===== config.mk =====
export PLATFORM = sky130hd
export DESIGN_NAME = gpio_example_system
export DESIGN_NICKNAME = d
export VERILOG_FILES = /design/src/rtl/gpio_example_system.sv
export SDC_FILE = /design/constraint.sdc
export NUM_CORES = 1
export LEC_CHECK = 0
export CORE_ASPECT_RATIO = 0.8
export CORE_MARGIN = 5
export CORE_UTILIZATION = 50
export CTS_BUF_LIST = sky130_fd_sc_hd__clkbuf_4
export DETAILED_ROUTE_END_ITERATION = 7
export DONT_BUFFER_PORTS = 1
export PLACE_DENSITY = 0.66
export SLEW_MARGIN = 30
export SYNTH_ARGS = -nofsm -noshare
export SYNTH_HDL_FRONTEND = slang
export SYNTH_SLANG_ARGS = --single-unit

===== constraint.sdc =====
create_clock -name sys_clk -period 2.1 [get_ports sys_clk]
set_clock_uncertainty 0.15 [all_clocks]
set_input_delay 0.42 -clock sys_clk [delete_from_list [all_inputs] [get_ports sys_clk]]
set_output_delay 0.42 -clock sys_clk [all_outputs]
set_load 0.005 [all_outputs]

===== src/rtl/gpio_example_system.sv =====
// gpio_example_system: a self-contained GPIO demo. An internal AXI4-Lite master
// polls the synchronized push buttons through an internal AXI4-Lite GPIO slave.
// It maps each button code to an LED pattern and writes that pattern back to
// the slave's DATA_OUT register. The LEDs show DATA_OUT gated by DIR.
module gpio_example_system #(
    parameter int SYS_CLK_FREQ = 100_000_000
) (
    input  logic        sys_clk,
    input  logic        sys_resetn,
    input  logic [3:0]  buttons,
    output logic [7:0]  leds,
    output logic [31:0] axi_debug_data,
    output logic        axi_debug_valid
);

    // One poll every 10 us. The clamp keeps tiny clock values from giving a zero-length poll.
    localparam int POLL_CYCLES = (SYS_CLK_FREQ / 100_000 > 1) ? SYS_CLK_FREQ / 100_000 : 1;
    localparam int TIMER_W     = $clog2(POLL_CYCLES + 1);
    localparam logic [TIMER_W-1:0] TIMER_LAST = TIMER_W'(POLL_CYCLES - 1);

    // Slave register map.
    localparam logic [3:0] ADDR_DATA_OUT = 4'h0;
    localparam logic [3:0] ADDR_DATA_IN  = 4'h4;
    localparam logic [3:0] ADDR_DIR      = 4'h8;
    localparam logic [1:0] RESP_OKAY     = 2'b00;

    // Master FSM states.
    localparam logic [1:0] ST_INIT_WR_DIR = 2'd0;
    localparam logic [1:0] ST_IDLE        = 2'd1;
    localparam logic [1:0] ST_RD_IN       = 2'd2;
    localparam logic [1:0] ST_WR_OUT      = 2'd3;

    // Internal AXI4-Lite bus. The master drives AW and W with a single shared valid.
    logic [3:0]  awaddr;
    logic        wr_valid;
    logic        awready;
    logic        wready;
    logic [31:0] wdata;
    logic        bvalid;
    logic        bready;
    logic [1:0]  bresp;
    logic [3:0]  araddr;
    logic        arvalid;
    logic        arready;
    logic [31:0] rdata;
    logic        rvalid;
    logic        rready;
    logic [1:0]  rresp;

    // Slave state.
    logic [3:0]  btn_meta;
    logic [3:0]  btn_sync;
    logic [7:0]  data_out_q;
    logic [7:0]  dir_q;
    logic [31:0] rd_mux;

    // Master state.
    logic [1:0]         state_q;
    logic [TIMER_W-1:0] timer_q;
    logic [3:0]         awaddr_q;
    logic [31:0]        wdata_q;
    logic               wr_valid_q;
    logic               bready_q;
    logic               arvalid_q;
    logic               rready_q;
    logic [7:0]         pattern_q;

    // Button-code to LED-pattern translation.
    function automatic logic [7:0] map_pattern(input logic [3:0] b);
        logic [7:0] p;
        case (b)
            4'b0000: p = 8'h00;
            4'b0001: p = 8'h01;
            4'b0010: p = 8'h03;
            4'b0100: p = 8'h0F;
            4'b1000: p = 8'hFF;
            4'b0011: p = 8'hAA;
            4'b1100: p = 8'hF0;
            default: p = {b, b};
        endcase
        return p;
    endfunction

    // ------------------------------------------------------------------ slave

    // Two-flop synchronizer for the asynchronous button levels.
    // NOTE: sequential state is always assigned with <= so every flop samples pre-edge values.
    always_ff @(posedge sys_clk or negedge sys_resetn) begin
        if (!sys_resetn) begin
            btn_meta <= '0;
            btn_sync <= '0;
        end else begin
            btn_meta <= buttons;
            btn_sync <= btn_meta;
        end
    end

    // Write channel. AWREADY/WREADY pulse once both valids are present.
    // The register update and BVALID follow on the accepting edge.
    always_ff @(posedge sys_clk or negedge sys_resetn) begin
        if (!sys_resetn) begin
            awready    <= 1'b0;
            wready     <= 1'b0;
            bvalid     <= 1'b0;
            data_out_q <= '0;
            dir_q      <= '0;
        end else begin
            if (awready) begin
                awready <= 1'b0;
                wready  <= 1'b0;
                bvalid  <= 1'b1;
                case (awaddr)
                    ADDR_DATA_OUT: data_out_q <= wdata[7:0];
                    ADDR_DIR:      dir_q      <= wdata[7:0];
                    default:       ;  // unmapped or read-only: ignored, still OKAY
                endcase
            end else if (wr_valid && !bvalid) begin
                awready <= 1'b1;
                wready  <= 1'b1;
            end
            if (bvalid && bready) begin
                bvalid <= 1'b0;
            end
        end
    end

    // Read data decode. Unmapped addresses read as zero.
    // NOTE: the default assignment on the first line keeps this block free of inferred latches.
    always_comb begin
        rd_mux = '0;
        case (araddr)
            ADDR_DATA_OUT: rd_mux = {24'h0, data_out_q};
            ADDR_DATA_IN:  rd_mux = {28'h0, btn_sync};
            ADDR_DIR:      rd_mux = {24'h0, dir_q};
            default:       rd_mux = '0;
        endcase
    end

    // Read channel. ARREADY pulses one cycle after ARVALID, then RVALID is held until RREADY.
    always_ff @(posedge sys_clk or negedge sys_resetn) begin
        if (!sys_resetn) begin
            arready <= 1'b0;
            rvalid  <= 1'b0;
            rdata   <= '0;
        end else begin
            if (arready) begin
                arready <= 1'b0;
                rvalid  <= 1'b1;
                rdata   <= rd_mux;
            end else if (arvalid && !rvalid) begin
                arready <= 1'b1;
            end
            if (rvalid && rready) begin
                rvalid <= 1'b0;
            end
        end
    end

    assign bresp = RESP_OKAY;
    assign rresp = RESP_OKAY;
    assign leds  = data_out_q & dir_q;

    // ----------------------------------------------------------------- master

    // Poll sequencer: configure DIR once, then alternate between timed DATA_IN reads and DATA_OUT writes.
    always_ff @(posedge sys_clk or negedge sys_resetn) begin
        if (!sys_resetn) begin
            state_q         <= ST_INIT_WR_DIR;
            timer_q         <= '0;
            awaddr_q        <= '0;
            wdata_q         <= '0;
            wr_valid_q      <= 1'b0;
            bready_q        <= 1'b0;
            arvalid_q       <= 1'b0;
            rready_q        <= 1'b0;
            pattern_q       <= '0;
            axi_debug_data  <= '0;
            axi_debug_valid <= 1'b0;
        end else begin
            axi_debug_valid <= 1'b0;
            case (state_q)
                ST_INIT_WR_DIR, ST_WR_OUT: begin
                    if (!wr_valid_q && !bready_q) begin
                        wr_valid_q <= 1'b1;
                        if (state_q == ST_INIT_WR_DIR) begin
                            awaddr_q <= ADDR_DIR;
                            wdata_q  <= 32'h0000_00FF;
                        end else begin
                            awaddr_q <= ADDR_DATA_OUT;
                            wdata_q  <= {24'h0, pattern_q};
                        end
                    end
                    if (wr_valid_q && awready) begin
                        wr_valid_q <= 1'b0;
                        bready_q   <= 1'b1;
                    end
                    if (bready_q && bvalid) begin
                        bready_q <= 1'b0;
                        timer_q  <= '0;
                        state_q  <= ST_IDLE;
                    end
                end
                ST_IDLE: begin
                    if (timer_q == TIMER_LAST) begin
                        state_q <= ST_RD_IN;
                    end else begin
                        timer_q <= timer_q + 1'b1;
                    end
                end
                default: begin  // ST_RD_IN
                    if (!arvalid_q && !rready_q) begin
                        arvalid_q <= 1'b1;
                    end
                    if (arvalid_q && arready) begin
                        arvalid_q <= 1'b0;
                        rready_q  <= 1'b1;
                    end
                    if (rready_q && rvalid) begin
                        rready_q        <= 1'b0;
                        axi_debug_data  <= rdata;
                        axi_debug_valid <= 1'b1;
                        pattern_q       <= map_pattern(rdata[3:0]);
                        state_q         <= ST_WR_OUT;
                    end
                end
            endcase
        end
    end

    assign awaddr   = awaddr_q;
    assign wdata    = wdata_q;
    assign wr_valid = wr_valid_q;
    assign bready   = bready_q;
    assign araddr   = ADDR_DATA_IN;
    assign arvalid  = arvalid_q;
    assign rready   = rready_q;

    // Bus fields that the fixed-function master and the 8-bit registers never consume.
    logic unused_bus;
    assign unused_bus = ^{wdata[31:8], wready, bresp, rresp};

endmodule


==> run summary <==
f_max - 508.1 MHz
post-CTS setup buffer count - 0
filler instances - 562
sequential share of the synthesized area - 53.83%
VDD IR max - 0.0005311 V
# setup viols final - 0
final critical-path share of the clock period - 93.71%
status - finished clean
TritonCTS clock tree - built
initial antenna violation count - 0
commonest cells after routing, fill and taps aside - dfrtp_1, conb_1, nor2_1, nand2_1, mux2_2
HPWL Detailed - 3.701 mm
CTS clock-pin slew for the worst setup and hold paths - 0.12 ns
placed cell count - 374
Pre-Repair DR Iteration Count - 4
synthesized flop and latch total - 70
Residual DRC - 0
Reg area - 0.001752 sq mm
DRT iter0 DRCs - 107
multi-input logic area - 0.001294 sq mm
Starting Density - 51.30%
Layout Utilization - 54.85%
CP peak stage delay - 0.41 ns
cell chain of the critical path - inv_1 -> ha_1 -> and3b_2 -> a21oi_4 -> nor4b_1 -> a221o_1
Finished Layout Cells - 396
CTS max path bufs - 2
wire per inst - 13.63 um
Crit Path Category - reg -> reg
number of flops mapped to enable cells by yosys - 0
core area - 0.006344 sq mm
Synth async-reset ratio - 100.0%
fin crit period - 1.968 ns
remaining global-route overflow - 0
number of global-route vias before repair - 2015
Die Height - 82.16 um
clk_lat worst skew - 0.41 ns
Final Hold Viols - 0
Area Overhead vs Synth - 6.921%
clk sinks - 70
Hold/Removal Path Class - reg -> reg
post-synthesis cell count - 297
Mapped Area - 0.003254 sq mm
YS warnings - 0
max-cap violations - 0
prevailing post-synth register cell - dfrtp_1
port bufs - 0
Root Buffer - clkbuf_4
GRT Overall Usage - 14.90%
crit path launch type - register
Total Wirelength - 5.399 mm
largest net degree at the start of global routing - 71
Syn Area/Cell - 10.96 sq um
post_cts resized - 0
Vias/cell - 5.063
CTS Buf Count - 9
Synth cell types - 49
Critical Path Fanout Max - 9
Final nets - 318
Worst Path Required - 2.26 ns
share of cells above drive strength 1 - 16.99%
Slew Limit Fails - 0
Crit-path slowest cell - dfrtp_1
post-route ant nets - 0
pwr dens - 691.8 mW/mm^2
# diodes - 0
routed vias - 2005
Worst Path Arrival - 2.13 ns
final RePlAce weighted congestion - 0.7625
first-pass GRT wire length - 9.591 mm
CTS H-Tree Depth - 3
Sum Neg Setup Slack - 0 ns
most common cell after layout, fill and taps aside - dfrtp_1
leakage power - 0.001575 uW
# rows - 26
Horiz. Die Dim - 100.2 um
unrepaired setup endpoints after global routing - no
CP endpoint kind - register
IO Count - 47
die area - 0.008232 sq mm
==> critical path, delay by kind of cell (launching register included) <==
kind | cells | cell delay [ns]
buf+inv | 1 | 0.09
fa+ha+maj | 1 | 0.37
simple gates | 2 | 0.35
flops | 1 | 0.41
compound gates | 2 | 0.50
==> registers in the layout, summed over array words and instances (netlist names), 2 cells and up <==
name            cells
data_out_q          8
axi_debug_data      4
timer_q            10
dir_q               8
btn_meta            4
pattern_q           8
state_q             2
btn_sync            4
rdata               4
wdata               8
==> report_power, final <==
part	internal [uW]	leakage (uW)	switching, uW
clock	506	0.0000876	493
sequential	1350	0.000846	2.13
combinational	11.5	0.000641	39.3
==> final cells by class <==
| cell class | instances | share of cell area (%) |
|---|---|---|
| clock buffer | 10 | 2.157 |
| clock inverter | 6 | 2.697 |
| inverter | 10 | 1.079 |
| multi-input combinational | 204 | 37.18 |
| sequential | 70 | 50.34 |
| tap | 84 | 3.020 |
| timing repair buffer | 12 | 3.524 |
==> kinds of logic after synthesis <==
| kind of cell | synth area share, % |
|---|---|
| flops | 53.83 |
| buf+inv | 9.535 |
| compound gates | 12.03 |
| fa+ha+maj | 1.922 |
| mux | 7.920 |
| other cells | 0.1152 |
| simple gates | 13.84 |
| xor+xnor | 0.8075 |
==> final timing paths <==
path                              from           end  slack (ns)  depth (start not counted)
max                         state_q[1]    timer_q[9]        0.13                          6
min                        btn_meta[2]   btn_sync[2]        0.21                          0
max reg2reg                 state_q[1]    timer_q[9]        0.13                          6
min reg2reg                btn_meta[2]   btn_sync[2]        0.21                          0
max in group asynchronous   sys_resetn  pattern_q[7]        1.13                          2
min in group asynchronous   sys_resetn   btn_meta[1]        0.39                          2
==> synth_stat cells (all sizes together) (2+ instances only) <==
library cell / count / area (sq um)
clkbuf: 7 / 26.28
a22o: 3 / 26.28
a31oi: 4 / 25.02
nand4: 3 / 33.78
nor2: 24 / 90.09
o31ai: 2 / 15.01
nand2: 23 / 86.33
nand3: 6 / 30.03
and2: 11 / 68.82
dfrtp: 70 / 1752
ha: 5 / 62.56
o211ai: 4 / 30.03
buf: 33 / 246.5
nor3: 2 / 15.01
nand3b: 2 / 15.01
a21oi: 17 / 96.35
mux2: 22 / 247.7
nand2b: 2 / 12.51
nor2b: 3 / 26.27
xnor2: 3 / 26.28
a31o: 2 / 17.52
inv: 10 / 37.54
a311oi: 2 / 17.52
o21ai: 16 / 83.83
a21o: 5 / 37.54
==> layer usage <==
layer	track usage (%)	part of all wire [%]
met2	22.35	42
met3	6.129	6.3
met1	20.10	51
met4	4.038	0.83
met5	0	0
==> per-stage QoR <==
step	setup slack (ns)	total power, uW	cell area, sq um	hold slack, ns
floorplan	0.2064	1432	3356	-0.02559
global placement	0.2267	1394	3233	-0.02339
detailed placement	0.1389	1395	3233	-0.02330
CTS	0.1325	2408	3442	-0.5022
global route	0.01238	2528	3480	0.2295
finish	0.1320	2407	3480	0.2113
==> repair_timing <==
item | CTS | global route
setup endpoints to repair | 0 | 0
endpoints found under the hold margin | 74 | 70
hold buffers | 4 | 2
(Power assumes the default switching activity.)
